<file path="config.mk">
export PLATFORM = sky130hd
export DESIGN_NAME = memory_access_flat
export DESIGN_NICKNAME = d
export VERILOG_FILES = /design/src/rtl/memory_access_if.sv /design/src/rtl/memory_access.sv /design/src/flat_wrapper.sv
export SDC_FILE = /design/constraint.sdc
export NUM_CORES = 1
export LEC_CHECK = 0
export CAP_MARGIN = 20
export CORE_AREA = 2 2 192 194
export CTS_CLUSTER_DIAMETER = 150
export DETAILED_ROUTE_END_ITERATION = 12
export DIE_AREA = 0 0 194 196
export GPL_TIMING_DRIVEN = 0
export HOLD_SLACK_MARGIN = 0.15
export SLEW_MARGIN = 5
export SYNTH_ARGS = -nofsm -noshare
export SYNTH_HDL_FRONTEND = slang
export SYNTH_SLANG_ARGS = --single-unit
</file>
<file path="constraint.sdc">
create_clock -name clk_i -period 19.9 [get_ports clk_i]
set_input_delay 3.98 -clock clk_i [delete_from_list [all_inputs] [get_ports clk_i]]
set_output_delay 3.98 -clock clk_i [all_outputs]
set_load 0.1 [all_outputs]
</file>
<file path="src/rtl/memory_access_if.sv">
// Data-memory bus between the M stage (master) and the data memory (slave).
// One request stays outstanding until the memory answers with dmem_ack_i.
interface memory_access_if;
    logic        dmem_req_o;
    logic        dmem_we_o;
    logic [63:0] dmem_addr_o;
    logic [63:0] dmem_wdata_o;
    logic        dmem_ack_i;
    logic [63:0] dmem_rdata_i;
    logic        dmem_err_i;

    modport master (
        output dmem_req_o, dmem_we_o, dmem_addr_o, dmem_wdata_o,
        input  dmem_ack_i, dmem_rdata_i, dmem_err_i
    );

    modport slave (
        input  dmem_req_o, dmem_we_o, dmem_addr_o, dmem_wdata_o,
        output dmem_ack_i, dmem_rdata_i, dmem_err_i
    );
endinterface

</file>
<file path="src/rtl/memory_access.sv">
// Y86-64 memory stage: M pipeline register plus a two-state data-memory access FSM
// with address-range checking, bus-error handling and a request timeout.
module memory_access #(
    parameter logic [63:0] ADDR_LIMIT = 64'h0000_0000_0001_0000,
    parameter logic [7:0]  TIMEOUT    = 8'd255
) (
    input  logic                  clk_i,
    input  logic                  rst_i,
    input  logic                  memory_stall_i,
    input  logic                  memory_bubble_i,
    input  logic [3:0]            icode_i,
    input  logic [2:0]            stat_i,
    input  logic [63:0]           valE_i,
    input  logic [63:0]           valA_i,
    input  logic [3:0]            dstE_i,
    input  logic [3:0]            dstM_i,
    memory_access_if.master       dmem,
    output logic                  busy_o,
    output logic [3:0]            icode_o,
    output logic [2:0]            stat_o,
    output logic [63:0]           valE_o,
    output logic [63:0]           valM_o,
    output logic [3:0]            dstE_o,
    output logic [3:0]            dstM_o
);
    localparam logic [3:0] INOP    = 4'h1;
    localparam logic [3:0] IRMMOVQ = 4'h4;
    localparam logic [3:0] IMRMOVQ = 4'h5;
    localparam logic [3:0] ICALL   = 4'h8;
    localparam logic [3:0] IRET    = 4'h9;
    localparam logic [3:0] IPUSHQ  = 4'hA;
    localparam logic [3:0] IPOPQ   = 4'hB;
    localparam logic [3:0] RNONE   = 4'hF;
    localparam logic [2:0] SAOK    = 3'd1;
    localparam logic [2:0] SADR    = 3'd3;

    typedef enum logic {IDLE, REQ} state_t;

    state_t      state;
    logic [7:0]  count;
    logic        mem_read;
    logic        mem_write;
    logic [63:0] mem_addr;
    logic        load;
    logic        needs_mem;
    logic        in_range;

    // Decode of the incoming instruction: direction and address source.
    always_comb begin
        // NOTE: every always_comb output gets a default first, so no latch is inferred.
        mem_read  = 1'b0;
        mem_write = 1'b0;
        mem_addr  = valE_i;
        case (icode_i)
            IRMMOVQ, IPUSHQ, ICALL: mem_write = 1'b1;
            IMRMOVQ:                mem_read  = 1'b1;
            IPOPQ, IRET: begin
                mem_read = 1'b1;
                mem_addr = valA_i;
            end
            default: ;
        endcase
    end

    assign load      = !busy_o && !memory_stall_i;
    assign needs_mem = !memory_bubble_i && (mem_read || mem_write);
    assign in_range  = mem_addr < ADDR_LIMIT;

    // NOTE: all state below is updated with non-blocking assignments so every
    // register samples the pre-edge values of the others.
    always_ff @(posedge clk_i or posedge rst_i) begin
        if (rst_i) begin
            state             <= IDLE;
            count             <= 8'd0;
            busy_o            <= 1'b0;
            dmem.dmem_req_o   <= 1'b0;
            dmem.dmem_we_o    <= 1'b0;
            dmem.dmem_addr_o  <= 64'd0;
            dmem.dmem_wdata_o <= 64'd0;
            icode_o           <= INOP;
            stat_o            <= SAOK;
            valE_o            <= 64'd0;
            valM_o            <= 64'd0;
            dstE_o            <= RNONE;
            dstM_o            <= RNONE;
        end else begin
            case (state)
                IDLE: begin
                    if (load) begin
                        if (memory_bubble_i) begin
                            icode_o <= INOP;
                            stat_o  <= SAOK;
                            valE_o  <= 64'd0;
                            dstE_o  <= RNONE;
                            dstM_o  <= RNONE;
                        end else begin
                            icode_o <= icode_i;
                            stat_o  <= stat_i;
                            valE_o  <= valE_i;
                            dstE_o  <= dstE_i;
                            dstM_o  <= dstM_i;
                            // Faulting addresses never reach the bus.
                            if (needs_mem && stat_i == SAOK) begin
                                if (in_range) begin
                                    state             <= REQ;
                                    count             <= 8'd0;
                                    busy_o            <= 1'b1;
                                    dmem.dmem_req_o   <= 1'b1;
                                    dmem.dmem_we_o    <= mem_write;
                                    dmem.dmem_addr_o  <= mem_addr;
                                    dmem.dmem_wdata_o <= mem_write ? valA_i : 64'd0;
                                end else begin
                                    stat_o <= SADR;
                                end
                            end
                        end
                    end
                end
                REQ: begin
                    if (dmem.dmem_ack_i || count == TIMEOUT - 8'd1) begin
                        // An ack beats a timeout landing on the same cycle.
                        if (!dmem.dmem_ack_i || dmem.dmem_err_i) begin
                            stat_o <= SADR;
                        end else if (!dmem.dmem_we_o) begin
                            valM_o <= dmem.dmem_rdata_i;
                        end
                        state             <= IDLE;
                        busy_o            <= 1'b0;
                        dmem.dmem_req_o   <= 1'b0;
                        dmem.dmem_we_o    <= 1'b0;
                        dmem.dmem_addr_o  <= 64'd0;
                        dmem.dmem_wdata_o <= 64'd0;
                    end else begin
                        count <= count + 8'd1;
                    end
                end
                default: state <= IDLE;
            endcase
        end
    end
endmodule

</file>
<file path="src/flat_wrapper.sv">
// flat-port wrapper written by rule: the top's interface ports become plain ports
module memory_access_flat 
#(
    parameter logic [63:0] ADDR_LIMIT = 64'h0000_0000_0001_0000,
    parameter logic [7:0]  TIMEOUT    = 8'd255
)
  (clk_i, rst_i, memory_stall_i, memory_bubble_i, icode_i, stat_i, valE_i, valA_i, dstE_i, dstM_i, busy_o, icode_o, stat_o, valE_o, valM_o, dstE_o, dstM_o, dmem_dmem_req_o, dmem_dmem_we_o, dmem_dmem_addr_o, dmem_dmem_wdata_o, dmem_dmem_ack_i, dmem_dmem_rdata_i, dmem_dmem_err_i);
  memory_access_if dmem_i ();
  input  logic clk_i;
  input  logic rst_i;
  input  logic memory_stall_i;
  input  logic memory_bubble_i;
  input  logic [3:0] icode_i;
  input  logic [2:0] stat_i;
  input  logic [63:0] valE_i;
  input  logic [63:0] valA_i;
  input  logic [3:0] dstE_i;
  input  logic [3:0] dstM_i;
  output logic busy_o;
  output logic [3:0] icode_o;
  output logic [2:0] stat_o;
  output logic [63:0] valE_o;
  output logic [63:0] valM_o;
  output logic [3:0] dstE_o;
  output logic [3:0] dstM_o;
  output wire logic [$bits(dmem_i.dmem_req_o)-1:0] dmem_dmem_req_o;
  output wire logic [$bits(dmem_i.dmem_we_o)-1:0] dmem_dmem_we_o;
  output wire logic [$bits(dmem_i.dmem_addr_o)-1:0] dmem_dmem_addr_o;
  output wire logic [$bits(dmem_i.dmem_wdata_o)-1:0] dmem_dmem_wdata_o;
  input wire logic [$bits(dmem_i.dmem_ack_i)-1:0] dmem_dmem_ack_i;
  input wire logic [$bits(dmem_i.dmem_rdata_i)-1:0] dmem_dmem_rdata_i;
  input wire logic [$bits(dmem_i.dmem_err_i)-1:0] dmem_dmem_err_i;
  assign dmem_dmem_req_o = dmem_i.dmem_req_o;
  assign dmem_dmem_we_o = dmem_i.dmem_we_o;
  assign dmem_dmem_addr_o = dmem_i.dmem_addr_o;
  assign dmem_dmem_wdata_o = dmem_i.dmem_wdata_o;
  assign dmem_i.dmem_ack_i = dmem_dmem_ack_i;
  assign dmem_i.dmem_rdata_i = dmem_dmem_rdata_i;
  assign dmem_i.dmem_err_i = dmem_dmem_err_i;
  memory_access #(.ADDR_LIMIT(ADDR_LIMIT), .TIMEOUT(TIMEOUT)) u_core (.clk_i(clk_i), .rst_i(rst_i), .memory_stall_i(memory_stall_i), .memory_bubble_i(memory_bubble_i), .icode_i(icode_i), .stat_i(stat_i), .valE_i(valE_i), .valA_i(valA_i), .dstE_i(dstE_i), .dstM_i(dstM_i), .dmem(dmem_i), .busy_o(busy_o), .icode_o(icode_o), .stat_o(stat_o), .valE_o(valE_o), .valM_o(valM_o), .dstE_o(dstE_o), .dstM_o(dstM_o));
endmodule
</file>
==> key figures, run 1 <==
Run status
  • Status: complete, no violations

Route
  • Routed WL: 40.4 mm
  • Post-route ant nets: 0
  • Vias/cell: 4.73
  • Via count: 9740
  • First drt pass iteration count: 4
  • Routed WL per cell: 19.6 µm
  • Iter 0 DRT Violations: 432
  • DRC: 0

Placed design
  • Pre-CTS setup slack: 13.04 ns
  • GPL Wtd Cong: 0.882
  • Port Buf Inserts: 486
  • Placed wire-length estimate: 30.9 mm

Power and ir drop
  • Net switching power: 443 µW
  • Final Power: 1.52 mW
  • Static leakage: 8.72 nW
  • Sw frac: 29.2%
  • Cell Int Power: 1.07 mW
  • IR Drop Worst-Case VDD: 0.0646 mV
  • PD cells: 82.4 mW/mm²
  • Seq pwr share: 39.7%
  • Clock power share: 42.3%
  • Combinational Power Share: 18.0%

CTS
  • Htree depth: 2
  • Post-CTS sizing: 0
  • CTS buffer count: 35
  • Clk buf depth: 3
  • CTS root buffer: clkbuf_16
  • # Post-CTS Setup Buffers: 0
  • Clock transition at the registers of the reported paths: 0.06 ns
  • CTS tree: done
  • TritonCTS Sinks: 282
  • Clock latency on the worst-skew pair: 0.50 ns
  • Cts hold-fix bufs: 0

STA
  • Fin. max-slew vios: 0
  • Unrepaired setup endpoints after global routing: no
  • Final Worst Setup Slack: 13.57 ns
  • Hold Fails Final Rpt: 0
  • Period utilization: 31.8%
  • Setup Total Neg Slack: 0 ns
  • Max Freq: 158 MHz
  • Final Critical Period: 6.33 ns
  • Max_slew headroom: 26.4%
  • Worst Tran Pin Value: 1.10 ns
  • Final setup fails: 0
  • Final Skew: 0.00926 ns

Flow run
  • Max Cap Violations: 0

Setup path
  • CP startpoint kind: input port
  • Crit end category: register
  • Critical path class: in -> reg
  • Critical Path Max Stage Delay: 0.66 ns
  • Crit path top cell by count: buf_6
  • Cell breakdown of the critical path: clkdlybuf4s50_1 -> nor4_1 -> nand4_1 -> nor4_2 -> o21ai_2 -> buf_6 -> buf_6 -> mux2i_1
  • Reg2reg path depth: 9
  • Reg2Reg Setup Slack: 17.45 ns
  • Worst-path fanout max: 10
  • Critical Path RT: 20.31 ns
  • Crit path launch: valA_i[37]
  • R2R Path End: u_core.dmem.dmem_addr_o[11]
  • Crit path capture: u_core.dmem.dmem_wdata_o[13]
  • Worst EP arrival: 6.75 ns
  • Slowest CP cell: nor4_2
  • Instance count on the critical path: 8
  • CP top delay family: simple AND/OR/NAND/NOR gates
  • Worst r2r src: u_core.count[0]
  • Worst path buffer plus inverter count: 3

Global route
  • GR Util met2: 36.1%
  • Gr busiest metal: met2
  • GRT Residual Overflow: 0
  • Grt met3 use: 5.40%
  • Vias in the first global route: 10100
  • First-pass GRT wire length: 61.8 mm
  • Antenna violations before repair: 2
  • Total GRT Usage: 20.8%
  • Met1 Usage GRT: 25.9%
  • Largest net degree at the start of global routing: 116

Logic synthesis
  • Top-area cell type share of the netlist area: 58.1%
  • Post-Synthesis Cells: 1040
  • Async S/R FF share, synth: 100%
  • Post-Syn Area: 0.0117 mm²
  • Post-synth top area cell: dfrtp_1
  • Post-synth EDFFs: 0
  • Mean Syn Cell Area: 11.3 µm²
  • Syn nets: 1255
  • Primary FF master, synth: dfrtp_1
  • Yosys reg bits: 282
  • Netlist cell types: 39
  • Top post-synthesis cells by count: nand2_1 (310), dfrtp_1 (272), mux2i_1 (96)
  • Count leader, synth: nand2_1
  • Area contributors post-synth: dfrtp_1 (58%), nand2_1 (9.9%), mux2i_1 (8.2%)
  • Yosys Warn Count: 0
  • Register area share after synthesis: 60.4%

Floorplanning
  • Die Area: 0.0380 mm²
  • Height of the die: 196 µm
  • Core Area: 0.0361 mm²
  • Die X: 194 µm
  • Initial Util: 32.5%
  • # rows: 70
  • Ports: 487

Worst hold path
  • Hold WC Path Type: reg -> reg

Finish
  • Layout area overhead: 57.0%
  • Layout cells sized above 1: 9.32%
  • Final net count: 1780
[through the flow]
stage	std cells	utilization [%]	area (µm²)	hold WS, ns
global route	2058	51.0	18400	0.474
finish	2058	51.0	18400	0.452
global placement	1994	47.6	17200	0.442
detailed placement	1996	47.7	17200	0.446
floorplan	1040	-	11700	0.511
CTS	2056	51.0	18400	0.454
[registers in the layout, indices dropped and copies added (netlist names), 4 cells and up]
signal	count
u_core.dmem.dmem_addr_o	64
u_core.dmem.dmem_wdata_o	64
u_core.valE_o	64
u_core.valM_o	64
u_core.count	8
u_core.dstE_o	4
u_core.dstM_o	4
u_core.icode_o	4
[layout by cell type (no fill, tap or decap), types with 10 or more instances in the layout]
cell,count
and3_1,48
nand2_1,310
clkbuf_1,54
clkbuf_16,37
clkdlybuf4s50_1,486
o21ai_0,17
mux2_2,59
dfstp_2,10
mux2i_1,96
dfrtp_1,272
nor4_1,24
nand3b_1,68
nor2_1,10
[layout make-up]
type,count,area (µm²)
fill,3292,17700
sequential,282,7070
tap,468,586
buffer,71,349
inverter,5,26.3
timing repair buffer,488,4920
multi-input combinational,682,4280
antenna,2,5.00
clock buffer,54,1080
clock inverter,6,83.8
[cells by family (layout without fill, tap and decap cells)]
group	count (synthesis)	in the layout	synth area share, %
other	0	2	0
adders and majority gates	2	2	0.214
AOI/OAI and AO/OA	27	27	1.34
muxes	160	160	14.4
and+or+nand+nor	488	488	20.2
buffers and inverters	76	624	3.14
DFF	282	282	60.4
xor gates and xnor gates	5	5	0.374
[power groups by stage]
| stage | sequential [mW] | clock, mW | combinational, mW |
|---|---|---|---|
| CTS | 0.602 | 0.659 | 0.275 |
| floorplan | 0.743 | 0 | 0.0390 |
| detailed placement | 0.612 | 0 | 0.274 |
| global placement | 0.612 | 0 | 0.272 |
| finish | 0.602 | 0.642 | 0.273 |
| global route | 0.604 | 0.686 | 0.284 |
[how the worst min path moves through the flow]
stage / slack, ns / cells past startpoint / startpoint / to
floorplan: 0.51 / 2 / u_core.count[7] / u_core.count[7]
global placement: 0.44 / 2 / u_core.dstE_o[1] / u_core.dstE_o[1]
detailed placement: 0.45 / 2 / u_core.dstE_o[1] / u_core.dstE_o[1]
CTS: 0.45 / 2 / u_core.dstE_o[1] / u_core.dstE_o[1]
global route: 0.47 / 2 / u_core.dstE_o[3] / u_core.dstE_o[3]
finish: 0.45 / 2 / u_core.dstE_o[0] / u_core.dstE_o[0]
[layer usage]
metal	part of all wire, %	vias up
li1	-	4580
met4	2.1	0
met2	50	334
met3	6.5	56
met5	0	-
met1	42	4770
[tightest hold or removal path: stages (launching register included)]
cell and delay, ns:
dfstp_2 0.37, nand2_1 0.04, nand2_1 0.04
Power figures use the tool's default switching activity.
==> run 2: changes to the inputs <==
--- a/config.mk
+++ b/config.mk
@@ -12,6 +12,7 @@
 export DIE_AREA = 0 0 194 196
 export GPL_TIMING_DRIVEN = 0
 export HOLD_SLACK_MARGIN = 0.15
+export PLACE_DENSITY = 0.66
 export SLEW_MARGIN = 5
 export SYNTH_ARGS = -nofsm -noshare
 export SYNTH_HDL_FRONTEND = slang
==> constraint.sdc (replaced) <==
create_clock -name clk_i -period 5.7 [get_ports clk_i]
set_input_delay 1.14 -clock clk_i [delete_from_list [all_inputs] [get_ports clk_i]]
set_output_delay 1.14 -clock clk_i [all_outputs]
set_load 0.1 [all_outputs]
==> key figures, run 2 (synthesis results as in run 1) <==
Global route
  • GRT Residual Overflow: 0 (unchanged)
  • Met1 Usage GRT: 24.7% (was 25.9%)
  • Antenna violations before repair: 2 (unchanged)
  • Vias in the first global route: 10100 (about the same)
  • Largest net degree at the start of global routing: 41 (was 116)
  • Gr busiest metal: met2 (unchanged)
  • Grt met3 use: 6.19% (was 5.40%)
  • First-pass GRT wire length: 61.5 mm (was 61.8 mm)
  • Total GRT Usage: 20.9% (was 20.8%)
  • GR Util met2: 36.5% (was 36.1%)

Finish
  • Layout area overhead: 57.1% (was 57.0%)
  • Multi-input gate area: 0.00428 mm² (unchanged)
  • Layout fillers: 3291 (was 3292)
  • Final net count: 1785 (was 1780)
  • Post-layout util: 51.0% (about the same)
  • Most frequent cells in the layout: clkdlybuf4s50_1 (486), nand2_1 (310), dfrtp_1 (272) (unchanged)
  • Storage cell area: 0.00707 mm² (unchanged)
  • Commonest non-fill, non-tap cell in the layout: clkdlybuf4s50_1 (unchanged)
  • Layout cells sized above 1: 9.66% (was 9.32%)

Placed design
  • Port Buf Inserts: 486 (unchanged)
  • GPL Wtd Cong: 0.835 (was 0.882)
  • Placed wire-length estimate: 31.3 mm (was 30.9 mm)

STA
  • Worst Tran Pin Value: 1.08 ns (was 1.10 ns)
  • Final setup fails: 0 (unchanged)
  • Fin. max-slew vios: 0 (unchanged)
  • Final Skew: 0.0190 ns (was 0.00926 ns)
  • Period utilization: 61.3%
  • Hold Fails Final Rpt: 0 (unchanged)
  • Unrepaired setup endpoints after global routing: no (unchanged)
  • Final hold slack: 0.449 ns (was 0.452 ns)
  • Final Critical Period: 3.49 ns
  • Max_slew headroom: 27.5% (was 26.4%)
  • Max Freq: 286 MHz

Setup path
  • Worst-path fanout max: 10 (unchanged)
  • Crit end category: register (unchanged)
  • Critical Path Max Stage Delay: 0.60 ns (was 0.66 ns)
  • Cell breakdown of the critical path: clkdlybuf4s50_1 -> nor4_1 -> nand4_1 -> nor4_2 -> o21ai_2 -> buf_6 -> buf_6 -> mux2i_1 (unchanged)
  • Crit path top cell by count: buf_6 (unchanged)
  • Critical path class: in -> reg (unchanged)
  • Reg2Reg Setup Slack: 3.26 ns (was 17.45 ns)
  • Slowest CP cell: nor4_1 (was nor4_2)
  • Reg2reg path depth: 9 (unchanged)
  • R2R Path End: u_core.dmem.dmem_addr_o[12] (was u_core.dmem.dmem_addr_o[11])
  • CP startpoint kind: input port (unchanged)
  • Worst r2r src: u_core.count[0] (unchanged)
  • Worst EP arrival: 3.88 ns (was 6.75 ns)
  • Critical Path RT: 6.09 ns (was 20.31 ns)

Floorplanning
  • Die Area: 0.0380 mm² (unchanged)
  • Initial Util: 32.5% (unchanged)
  • Ports: 487 (unchanged)
  • # rows: 70 (unchanged)
  • Height of the die: 196 µm (unchanged)
  • Core Area: 0.0361 mm² (unchanged)
  • Die X: 194 µm (unchanged)

Worst hold path
  • Hold path startpoint: u_core.icode_o[0] (was u_core.dstE_o[0])
  • Worst hold stages: 2 (unchanged)
  • WHS Endpoint: u_core.icode_o[0] (was u_core.dstE_o[0])
  • Hold WC Path Type: reg -> reg (unchanged)

Route
  • Post-route ant nets: 0 (unchanged)
  • Routed WL per cell: 19.6 µm (about the same)
  • First drt pass iteration count: 5 (was 4)
  • Via count: 9766 (was 9740)
  • Routed WL: 40.4 mm (about the same)
  • DRC: 0 (unchanged)
  • Iter 0 DRT Violations: 313 (was 432)
  • Vias/cell: 4.73 (about the same)

CTS
  • # Post-CTS Setup Buffers: 0 (unchanged)
  • Post-CTS sizing: 0 (unchanged)
  • Cts hold-fix bufs: 0 (unchanged)
  • Htree depth: 2 (unchanged)
  • TritonCTS Sinks: 282 (unchanged)
  • CTS root buffer: clkbuf_16 (unchanged)
  • Clk buf depth: 3 (unchanged)
  • Clock latency on the worst-skew pair: 0.52 ns (was 0.50 ns)
  • CTS buffer count: 34 (was 35)
  • Clock transition at the registers of the reported paths: 0.05 ns (was 0.06 ns)
  • CTS tree: done (unchanged)

Power and ir drop
  • Static leakage: 8.72 nW (about the same)
  • IR Drop Worst-Case VDD: 0.232 mV (was 0.0646 mV)
  • PD cells: 280 mW/mm² (was 82.4 mW/mm²)

Run status
  • Status: complete, no violations (unchanged)

Flow run
  • Max Cap Violations: 0 (unchanged)
## run 2: cell types whose count changed in the layout (fill, tap and decap cells not counted)
cell and change:
clkinvlp_4 +3, inv_8 -1, bufinv_16 -2, inv_6 +1, clkbuf_1 +1, buf_16 -2
clkbuf_8 -1, clkinv_2 +3, buf_12 +8, clkbuf_16 -2, clkinv_4 -1
## run 2: cell type report
type	instances	share of cell area [%]
Sequential cell	282	38.4
Antenna cell	2	0.0272
Timing Repair Buffer	494	27.3
Clock inverter	9	0.292
Multi-Input combinational cell	682	23.2
Inverter	5	0.122
Clock buffer	52	5.54
Buffer	71	1.90
Tap cell	468	3.18
## run 2: through the flow
| step | cells | instance area (µm²) | setup slack, ns | power, mW | setup TNS [ns] |
|---|---|---|---|---|---|
| after floorplan | 1040 | 11700 | 0.833 | 2.73 | 0 |
| after global placement | 1994 | 17200 | -1.40 | 3.09 | -374.66 |
| after detailed placement | 2002 | 17300 | 1.58 | 3.11 | 0 |
| after CTS | 2063 | 18400 | 2.13 | 5.22 | 0 |
| after global routing | 2065 | 18400 | 2.02 | 5.34 | 0 |
| final | 2065 | 18400 | 2.21 | 5.16 | 0 |
## run 2: how the worst max path moves through the flow
stage | from | endpoint | slack, ns | cells past startpoint
floorplan | rst_i | u_core.count[0] | 0.83 | 1
detailed placement | valA_i[36] | u_core.dmem.dmem_wdata_o[51] | 1.58 | 8
finish | valA_i[36] | u_core.dmem.dmem_wdata_o[7] | 2.21 | 8
global route | valA_i[36] | u_core.dmem.dmem_wdata_o[2] | 2.02 | 8
CTS | valA_i[36] | u_core.dmem.dmem_wdata_o[13] | 2.13 | 8
global placement | rst_i | u_core.dmem.dmem_wdata_o[17] | -1.40 | 2
## run 2: worst max-delay path, delay by kind of cell
family	cells	cell delay, ns
AND/OR/NAND/NOR	3	1.50
AO/OA/AOI/OAI	1	0.26
multiplexers	1	0.13
buffers and inverters	3	0.85
## run 2: per-layer routing
layer,part of all wire (%),vias to the layer above,wire [µm]
met4,2.7,0,1110
met5,0,-,0
met1,39,4758,15900
li1,-,4583,-
met3,7.8,68,3150
met2,50,357,20300
## run 2: where the power goes
part           leakage [nW]  internal (mW)  switching, mW  total (mW)
Sequential             3.81           2.07         0.0333        2.10
Combinational          4.38          0.296          0.667       0.962
Clock                 0.528           1.23          0.855        2.09
==> run 3: changes to the inputs <==
==> constraint.sdc (replaced) <==
create_clock -name clk_i -period 2.9 [get_ports clk_i]
set_input_delay 0.58 -clock clk_i [delete_from_list [all_inputs] [get_ports clk_i]]
set_output_delay 0.58 -clock clk_i [all_outputs]
set_load 0.1 [all_outputs]
==> key figures, run 3 (synthesis results as in run 1) <==
STA
  • Fin. max-slew vios: 0 (unchanged)
  • Hold Fails Final Rpt: 0 (unchanged)
  • Worst Tran Pin Value: 1.08 ns (about the same)
  • Max_slew headroom: 27.5% (about the same)
  • Period utilization: 97.4%
  • Unrepaired setup endpoints after global routing: no (unchanged)
  • Final Worst Setup Slack: 0.0746 ns (was 2.21 ns)
  • Final setup fails: 0 (unchanged)
  • Max Freq: 354 MHz
  • Final Skew: 0.0182 ns (was 0.0190 ns)
  • Setup Total Neg Slack: 0 ns (unchanged)
  • Final Critical Period: 2.83 ns

Floorplanning
  • Height of the die: 196 µm (unchanged)
  • # rows: 70 (unchanged)
  • Die X: 194 µm (unchanged)
  • Ports: 487 (unchanged)
  • Core Area: 0.0361 mm² (unchanged)
  • Initial Util: 32.5% (unchanged)
  • Die Area: 0.0380 mm² (unchanged)

Power and ir drop
  • Static leakage: 8.73 nW (was 8.72 nW)
  • PD cells: 550 mW/mm² (was 280 mW/mm²)
  • IR Drop Worst-Case VDD: 0.456 mV (was 0.232 mV)
  • Final Power: 10.1 mW (was 5.16 mW)
  • Seq pwr share: 40.8% (about the same)
  • Sw frac: 30.2% (about the same)
  • Net switching power: 3.06 mW (was 1.56 mW)
  • Clock power share: 40.5% (about the same)
  • Cell Int Power: 7.08 mW (was 3.60 mW)
  • Combinational Power Share: 18.7% (about the same)

Setup path
  • Crit path launch: u_core.dstM_o[1] (was valA_i[36])
  • Worst EP arrival: 2.25 ns (was 3.88 ns)
  • Slowest CP cell: clkdlybuf4s50_1 (was nor4_1)
  • Instance count on the critical path: 1 (was 8)
  • Critical Path RT: 2.32 ns (was 6.09 ns)
  • Worst r2r src: u_core.count[0] (unchanged)
  • Critical Path Max Stage Delay: 1.19 ns (was 0.60 ns)
  • Cell breakdown of the critical path: clkdlybuf4s50_1 (was clkdlybuf4s50_1 -> nor4_1 -> nand4_1 -> nor4_2 -> o21ai_2 -> buf_6 -> buf_6 -> mux2i_1)
  • Crit path capture: dstM_o[1] (was u_core.dmem.dmem_wdata_o[7])
  • Reg2reg path depth: 9 (unchanged)
  • Crit end category: output port (was register)
  • CP startpoint kind: register (was input port)
  • R2R Path End: u_core.dmem.dmem_addr_o[8] (was u_core.dmem.dmem_addr_o[12])
  • Critical path class: reg -> out (was in -> reg)
  • Worst path buffer plus inverter count: 1 (was 3)
  • CP top delay family: buffers and inverters (was simple AND/OR/NAND/NOR gates)
  • Reg2Reg Setup Slack: 0.49 ns (was 3.26 ns)
  • Worst-path fanout max: 2 (was 10)

CTS
  • CTS root buffer: clkbuf_16 (unchanged)
  • TritonCTS Sinks: 282 (unchanged)
  • Cts hold-fix bufs: 0 (unchanged)
  • Clock transition at the registers of the reported paths: 0.06 ns (was 0.05 ns)
  • Clock latency on the worst-skew pair: 0.52 ns (about the same)
  • Htree depth: 2 (unchanged)
  • CTS tree: done (unchanged)
  • Clk buf depth: 3 (unchanged)
  • CTS buffer count: 34 (unchanged)

Run status
  • Status: complete, no violations (unchanged)

Placed design
  • Pre-CTS setup slack: -0.660 ns (was 1.58 ns)
  • Port Buf Inserts: 486 (unchanged)
  • Post-DP Area: 0.0173 mm² (unchanged)
  • Placed wire-length estimate: 31.3 mm (unchanged)
  • GPL Wtd Cong: 0.835 (unchanged)

Route
  • Iter 0 DRT Violations: 339 (was 313)
  • Routed WL per cell: 19.6 µm (about the same)
  • Via count: 9735 (was 9766)
  • Routed WL: 40.5 mm (was 40.4 mm)
  • First drt pass iteration count: 5 (unchanged)
  • Vias/cell: 4.71 (was 4.73)
  • Post-route ant nets: 0 (unchanged)
  • DRC: 0 (unchanged)

Global route
  • Total GRT Usage: 20.9% (unchanged)
  • Vias in the first global route: 10100 (unchanged)
  • Largest net degree at the start of global routing: 41 (unchanged)
  • First-pass GRT wire length: 61.5 mm (unchanged)
  • GRT Residual Overflow: 0 (unchanged)
  • Antenna violations before repair: 2 (unchanged)

Finish
  • Layout cells sized above 1: 9.78% (was 9.66%)
  • Layout fillers: 3289 (was 3291)
  • Most frequent cells in the layout: clkdlybuf4s50_1 (486), nand2_1 (310), dfrtp_1 (272) (unchanged)
  • Area of all placed cells without fillers: 0.0184 mm² (about the same)
  • Commonest non-fill, non-tap cell in the layout: clkdlybuf4s50_1 (unchanged)
  • Final net count: 1785 (unchanged)
  • Post-layout util: 51.1% (was 51.0%)
  • Layout area overhead: 57.3% (was 57.1%)

Worst hold path
  • Hold WC Path Type: reg -> reg (unchanged)

Flow run
  • Max Cap Violations: 0 (unchanged)
## run 3: cell counts in the layout (fill, tap and decap cells not counted)
No cell type changed its count.
## run 3: final cells by class
cell class                      count  area (µm²)  area share [%]
Inverter                            5        22.5           0.122
Clock buffer                       52        1020            5.53
Timing Repair Buffer              494        5020            27.3
Clock inverter                      9        53.8           0.292
Antenna cell                        2        5.00          0.0272
Tap cell                          468         586            3.18
Sequential cell                   282        7070            38.4
Buffer                             71         349            1.89
Multi-Input combinational cell    682        4300            23.3
## run 3: per-layer routing
metal	vias to the layer above	wire length, µm	global-route usage, %
met3	65	3010	6.19
li1	4583	-	-
met2	332	20500	36.5
met5	-	0	0
met1	4755	16000	24.7
met4	0	1040	6.48
## run 3: metrics by stage
stage / instances / hold WS, ns
floorplan: 1040 / 0.511
global placement: 1994 / 0.442
detailed placement: 2002 / 0.443
CTS: 2063 / 0.451
global route: 2065 / 0.469
finish: 2065 / 0.450
## run 3: worst min path at each step
| stage | startpoint | slack [ns] | to | cells after the start |
|---|---|---|---|---|
| floorplan | u_core.count[7] | 0.51 | u_core.count[7] | 2 |
| global placement | u_core.dstE_o[1] | 0.44 | u_core.dstE_o[1] | 2 |
| detailed placement | u_core.dstE_o[1] | 0.44 | u_core.dstE_o[1] | 2 |
| CTS | u_core.dstE_o[1] | 0.45 | u_core.dstE_o[1] | 2 |
| global route | u_core.icode_o[0] | 0.47 | u_core.icode_o[0] | 2 |
| finish | u_core.icode_o[0] | 0.45 | u_core.icode_o[0] | 2 |
## run 3: what timing repair did
| item | 4_1_cts | 5_1_grt |
|---|---|---|
| endpoints found under the setup margin | 112 | 97 |
| pin swaps | 0 | 1 |
| setup buffers | 0 | 0 |
| cloned | 0 | 0 |
| gates resized for setup | 1 | 2 |
| hold endpoints to repair | 0 | 0 |
## run 3: power by group through the flow
stage	sequential [mW]	clock, mW	combinational, mW
after floorplan	5.10	0	0.268
after global placement	4.20	0	1.87
after detailed placement	4.20	0	1.90
after CTS	4.13	4.22	1.91
after global routing	4.15	4.39	1.97
final	4.13	4.11	1.89
